File: src/rtl/instruction_fetch.sv
// Instruction fetch unit: IDLE/REQ/HOLD request FSM with branch redirect.
// Optional FETCH_PERF_CNT_EN macro adds an accepted-instruction counter on fetchCount.
module instruction_fetch #(
  parameter logic [31:0] RESET_PC = 32'h0000_0000
) (
  input  logic        clk,
  input  logic        reset,
  output logic [31:0] imemAddr,
  output logic        imemReq,
  input  logic        imemAck,
  input  logic [31:0] imemData,
  output logic [31:0] instruction,
  output logic        instructionValid,
  output logic [31:0] pc,
  input  logic        instrAccept,
  input  logic        branchResolve,
  input  logic        branchFlag,
  input  logic        unconditionalBranchFlag,
  input  logic        zeroFlag,
  input  logic [31:0] branchPC,
  input  logic [31:0] branchOffset,
  output logic [31:0] fetchCount,
  output logic [1:0]  fsm_state
);

  typedef enum logic [1:0] {
    IDLE = 2'd0,
    REQ  = 2'd1,
    HOLD = 2'd2
  } state_t;

  state_t      state_q, state_d;
  logic [31:0] fetch_pc_q, fetch_pc_d;
  logic [31:0] addr_q, addr_d;
  logic [31:0] pc_q, pc_d;
  logic [31:0] instr_q, instr_d;
  logic        valid_q, valid_d;
  logic        req_q, req_d;
  logic        pending_q, pending_d;

  logic        taken;
  logic [31:0] target;
  logic        accept;

  assign taken  = branchResolve & (unconditionalBranchFlag | (branchFlag & zeroFlag));
  assign target = branchPC + {branchOffset[29:0], 2'b00};
  assign accept = instrAccept & valid_q;

  always_comb begin
    state_d    = state_q;
    fetch_pc_d = fetch_pc_q;
    addr_d     = addr_q;
    pc_d       = pc_q;
    instr_d    = instr_q;
    valid_d    = valid_q;
    pending_d  = pending_q;
    case (state_q)
      IDLE: begin
        if (taken) fetch_pc_d = target;
        state_d = REQ;
        addr_d  = fetch_pc_d;
      end
      REQ: begin
        if (imemAck) begin
          if (pending_q || taken) begin
            // Word belongs to a squashed path: drop it and re-issue at the redirect.
            if (taken) fetch_pc_d = target;
            pending_d = 1'b0;
            addr_d    = fetch_pc_d;
          end else begin
            instr_d = imemData;
            pc_d    = fetch_pc_q;
            valid_d = 1'b1;
            state_d = HOLD;
          end
        end else if (taken) begin
          pending_d  = 1'b1;
          fetch_pc_d = target;
        end
      end
      HOLD: begin
        if (taken || accept) begin
          fetch_pc_d = taken ? target : pc_q + 32'd4;
          valid_d    = 1'b0;
          state_d    = REQ;
          addr_d     = fetch_pc_d;
        end
      end
      default: state_d = IDLE;
    endcase
    req_d = (state_d == REQ);
  end

  always_ff @(posedge clk or posedge reset) begin
    if (reset) begin
      state_q    <= IDLE;
      fetch_pc_q <= RESET_PC;
      addr_q     <= RESET_PC;
      pc_q       <= RESET_PC;
      instr_q    <= 32'd0;
      valid_q    <= 1'b0;
      req_q      <= 1'b0;
      pending_q  <= 1'b0;
    end else begin
      state_q    <= state_d;
      fetch_pc_q <= fetch_pc_d;
      addr_q     <= addr_d;
      pc_q       <= pc_d;
      instr_q    <= instr_d;
      valid_q    <= valid_d;
      req_q      <= req_d;
      pending_q  <= pending_d;
    end
  end

`ifdef FETCH_PERF_CNT_EN
  logic [31:0] count_q, count_d;

  always_comb begin
    count_d = count_q;
    if (state_q == HOLD && accept) count_d = count_q + 32'd1;
  end

  always_ff @(posedge clk or posedge reset) begin
    if (reset) count_q <= 32'd0;
    else       count_q <= count_d;
  end

  assign fetchCount = count_q;
`else
  assign fetchCount = 32'd0;
`endif

  assign imemAddr         = addr_q;
  assign imemReq          = req_q;
  assign instruction      = instr_q;
  assign instructionValid = valid_q;
  assign pc               = pc_q;
  assign fsm_state        = state_q;

endmodule
File: config.mk
export PLATFORM = sky130hd
export DESIGN_NAME = instruction_fetch
export DESIGN_NICKNAME = d
export VERILOG_FILES = /design/src/rtl/instruction_fetch.sv
export SDC_FILE = /design/constraint.sdc
export NUM_CORES = 1
export LEC_CHECK = 0
export CORE_UTILIZATION = 35
export CTS_CLUSTER_SIZE = 14
export DETAILED_ROUTE_END_ITERATION = 6
export GPL_TIMING_DRIVEN = 0
export MAX_ROUTING_LAYER = met4
export SLEW_MARGIN = 20
export SYNTH_ARGS = -nofsm -noshare
export SYNTH_HDL_FRONTEND = slang
export SYNTH_SLANG_ARGS = --single-unit
File: constraint.sdc
create_clock -name clk -period 4.7 [get_ports clk]
set_input_delay 1.41 -clock clk [delete_from_list [all_inputs] [get_ports clk]]
set_output_delay 1.41 -clock clk [all_outputs]
set_load 0.02 [all_outputs]
==> flow_summary_export.csv <==
group,metric,value,unit
setup_path,cp_top_family,"compound AO/OA/AOI/OAI gates",
worst_hold_path,min_to,"imemAddr[9]$_DFFE_PP0P_",
setup_path,reg2reg_slack,2060,ps
placement,gp_congestion,0.8695,
yosys,synth_edf_count,0,
route,route.detailed.drc,0,
global_route,grt_pass1_vias,6722,
clock_network,postCtsSetupRepairBufs,0,
route,wl,23070,µm
floorplan,io_pins,236,
cells_and_area,num_antenna_cells,0,
clock_network,cts_resized,0,
sta,setup_ws,324.5,ps
status,status,"finished clean",
clock_network,hold_buffers,0,
yosys,synth_largest_area_cell,"dfrtp_1",
cells_and_area,nets,1203,
floorplan,fp.coreArea,0.02189,mm²
sta,finalHoldViolations,0,
floorplan,rows,54,
clock_network,clkTransAtPathRegs,60,ps
setup_path,cp_max_fo,4,
route,wl_per_cell,16.97,µm
yosys,synth_most_common_cell,"dfrtp_1",
global_route,use_met1,27.35,%
worst_hold_path,min_from,"imemAddr[9]$_DFFE_PP0P_",
sta,setup_viol,0,
clock_network,h-tree-depth,4,
yosys,synth_top_family_by_area,"compound AO/OA/AOI/OAI gates",
yosys,ys_ff_latch,133,
setup_path,reg2regPathDepth,9,
cells_and_area,area_delta_synth_final,40.55,%
cells_and_area,fillers,2073,
clock_network,cts_buffer_depth,2,
power,totalPowerFinal,7.046,mW
clock_network,cts_num_sinks,133,
yosys,yosysTopAreaCellShare,42.58,%
power,powerDensity,641.4,mW/mm²
setup_path,cp_slowest_cell,"clkdlybuf4s50_1",
cells_and_area,final_util,50.18,%
setup_path,cp_slowest_stage_delay,420,ps
yosys,syn_area_per_cell,9.614,µm²
power,peakVddDrop,358.4,µV
global_route,busiest_layer,"met2",
placement,dp_hpwl,17540,µm
yosys,synth-simple-area-share,13.41,%
sta,tightest_slew,775.6,ps
worst_hold_path,min_path_type,"reg -> reg",
yosys,synthAdderAreaFrac,5.058,%
floorplan,die_y,151.4,µm
route,dr.first_iter.drc_count,442,
global_route,antenna_found_initial,0,
sta,rsz0062_at_grt,"false",
sta,fin_crit,4376,ps
global_route,grt_pass1_wl,35740,µm
yosys,synthTopCellsByArea,"dfrtp_1 43%, mux2_2 11%, a21oi_1 6.1%",
sta,setup_tns,0,ps
floorplan,initial_core_util,35.71,%
route,vias_per_cell,5.024,
clock_network,clk_latency,420,ps
job,maxCapViolCount,0,
yosys,synth_cell_type_count,61,
setup_path,critical_path_class,"in -> reg",
setup_path,critPathCaptureType,"flop",
clock_network,cts_root_buf,"clkbuf_16",
yosys,ys_seq_area_share,42.58,%
yosys,synth_ff_type,"dfrtp_1",
yosys,synth_xor_area_share,5.603,%
yosys,synth_area,0.007816,mm²
global_route,gr-total-overflow,0,
route,first_pass_iters,5,
global_route,grtUsageMet2,33.24,%
sta,max_freq,228.5,MHz
yosys,async_reset_ff_share,100.0,%
yosys,yosys_warnings,0,
global_route,grt_use_total,21.32,%
setup_path,reg2reg_from,"pc[8]$_DFFE_PP0P_",
setup_path,path_cells,"clkdlybuf4s50_1 -> ha_1 -> fa_1 -> a21o_1 -> a221o_1 -> a211oi_2 -> o21ai_0 -> o211ai_1 -> a31oi_1 -> xor2_1 -> nand2_1 -> a21oi_1",
placement,dp_slack,-134.7,ps
route,vias,6828,
setup_path,rr_endpoint,"imemAddr[31]$_DFFE_PP0P_",
floorplan,dieArea,0.02293,mm²
setup_path,required,5040,ps
setup_path,cp.buffers_inverters,1,
yosys,synthMuxAreaShare,10.52,%
cells_and_area,drive_above_1_share,16.22,%
sta,fin_worst_skew,8.672,ps
worst_hold_path,min_path_cells,2,
setup_path,crit_arrival,4710,ps
sta,post-route-period-util,93.10,%
global_route,grt_use_met3,5.633,%
yosys,netlist_top_cells_count,"133 x dfrtp_1, 96 x a21oi_1, 93 x nor2_1",
route,ant_nets,0,
yosys,synth_compound_area_share,16.73,%
setup_path,start_kind,"input port",
power,leakage,4.619,nW
yosys,synthCells,813,
sta,slew_headroom,48.11,%
placement,port_buffers,201,
clock_network,numCtsBuffers,17,
global_route,grt_max_degree,33,
sta,hold_ws,475.5,ps
sta,maxSlewViolCount,0,
floorplan,chipWidth,151.4,µm
clock_network,cts_tree,"built",
-- cell usage in the layout (no fill, tap or decap), types with 17 or more instances in the layout --
cell and n:
ha_1 30, nand2_1 71, conb_1 32, clkbuf_1 26
o21ai_0 29, buf_4 33, nand3_1 18, mux2_2 73
a21oi_1 96, clkdlybuf4s50_1 201, nor2_1 93, xor2_1 28
dfrtp_1 133, clkbuf_16 17, xnor2_1 22
-- how the worst max path moves through the flow --
stage	from	endpoint	slack, ps	depth (start not counted)
finish	branchPC[2]	fetch_pc_q[28]$_DFFE_PP0P_	320	12
global route	branchPC[2]	fetch_pc_q[30]$_DFFE_PP0P_	120	12
CTS	branchPC[2]	fetch_pc_q[28]$_DFFE_PP0P_	300	12
detailed placement	branchPC[2]	fetch_pc_q[30]$_DFFE_PP0P_	-130	12
global placement	branchPC[2]	imemAddr[30]$_DFFE_PP0P_	-150	12
floorplan	branchPC[2]	fetch_pc_q[30]$_DFFE_PP0P_	840	11
-- worst reg2reg max path: cells and delay by family, from the launching register on --
family           cells  cell delay [ps]
AND/OR/NAND/NOR      5             1410
flip-flops           1              470
multiplexers         1              270
AO/OA/AOI/OAI        2              260
XOR/XNOR             1              120
-- kinds of logic after synthesis --
group | Yosys count
flip-flops | 133
AND/OR/NAND/NOR | 234
other | 1
multiplexers | 73
XOR/XNOR | 50
adder cells (fa/ha/maj) | 31
AO/OA/AOI/OAI | 208
buffers and inverters | 83
-- routing by layer --
| metal | vias to the layer above | routed length, µm | part of all wire [%] |
|---|---|---|---|
| met1 | 3217 | 10400 | 45 |
| met4 | 0 | 240 | 1.0 |
| met5 | - | 0 | 0 |
| li1 | 3327 | - | - |
| met2 | 262 | 10620 | 46 |
| met3 | 22 | 1807 | 7.8 |
-- registers in the layout, indices dropped and copies added (netlist names) --
| name | count |
|---|---|
| pending_q | 1 |
| instruction | 32 |
| imemAddr | 32 |
| imemReq | 1 |
| fsm_state | 2 |
| instructionValid | 1 |
| pc | 32 |
| fetch_pc_q | 32 |
-- stage by stage --
step	area [µm²]	instances
after floorplan	7936	844
after global placement	10300	1325
after detailed placement	10380	1329
after CTS	10990	1359
after global routing	10990	1359
final	10990	1359
-- area by class of cell --
class / count / area (µm²) / area share, %
Sequential cell: 133 / 3328 / 30.30
Buffer: 77 / 450.4 / 4.100
Timing Repair Buffer: 205 / 2092 / 19.04
Clock inverter: 9 / 126.4 / 1.150
Tap cell: 280 / 350.3 / 3.189
Clock buffer: 21 / 480.5 / 4.374
Multi-Input combinational cell: 628 / 4131 / 37.61
Inverter: 6 / 26.28 / 0.2392
-- report_power, final --
part	switching, mW	total (mW)	internal, mW	leakage (nW)
combinational	1.82	3.46	1.64	2.76
clock	0.494	1.38	0.881	0.301
sequential	0.477	2.21	1.74	1.55
No activity file was read; power rests on OpenSTA's default activity.
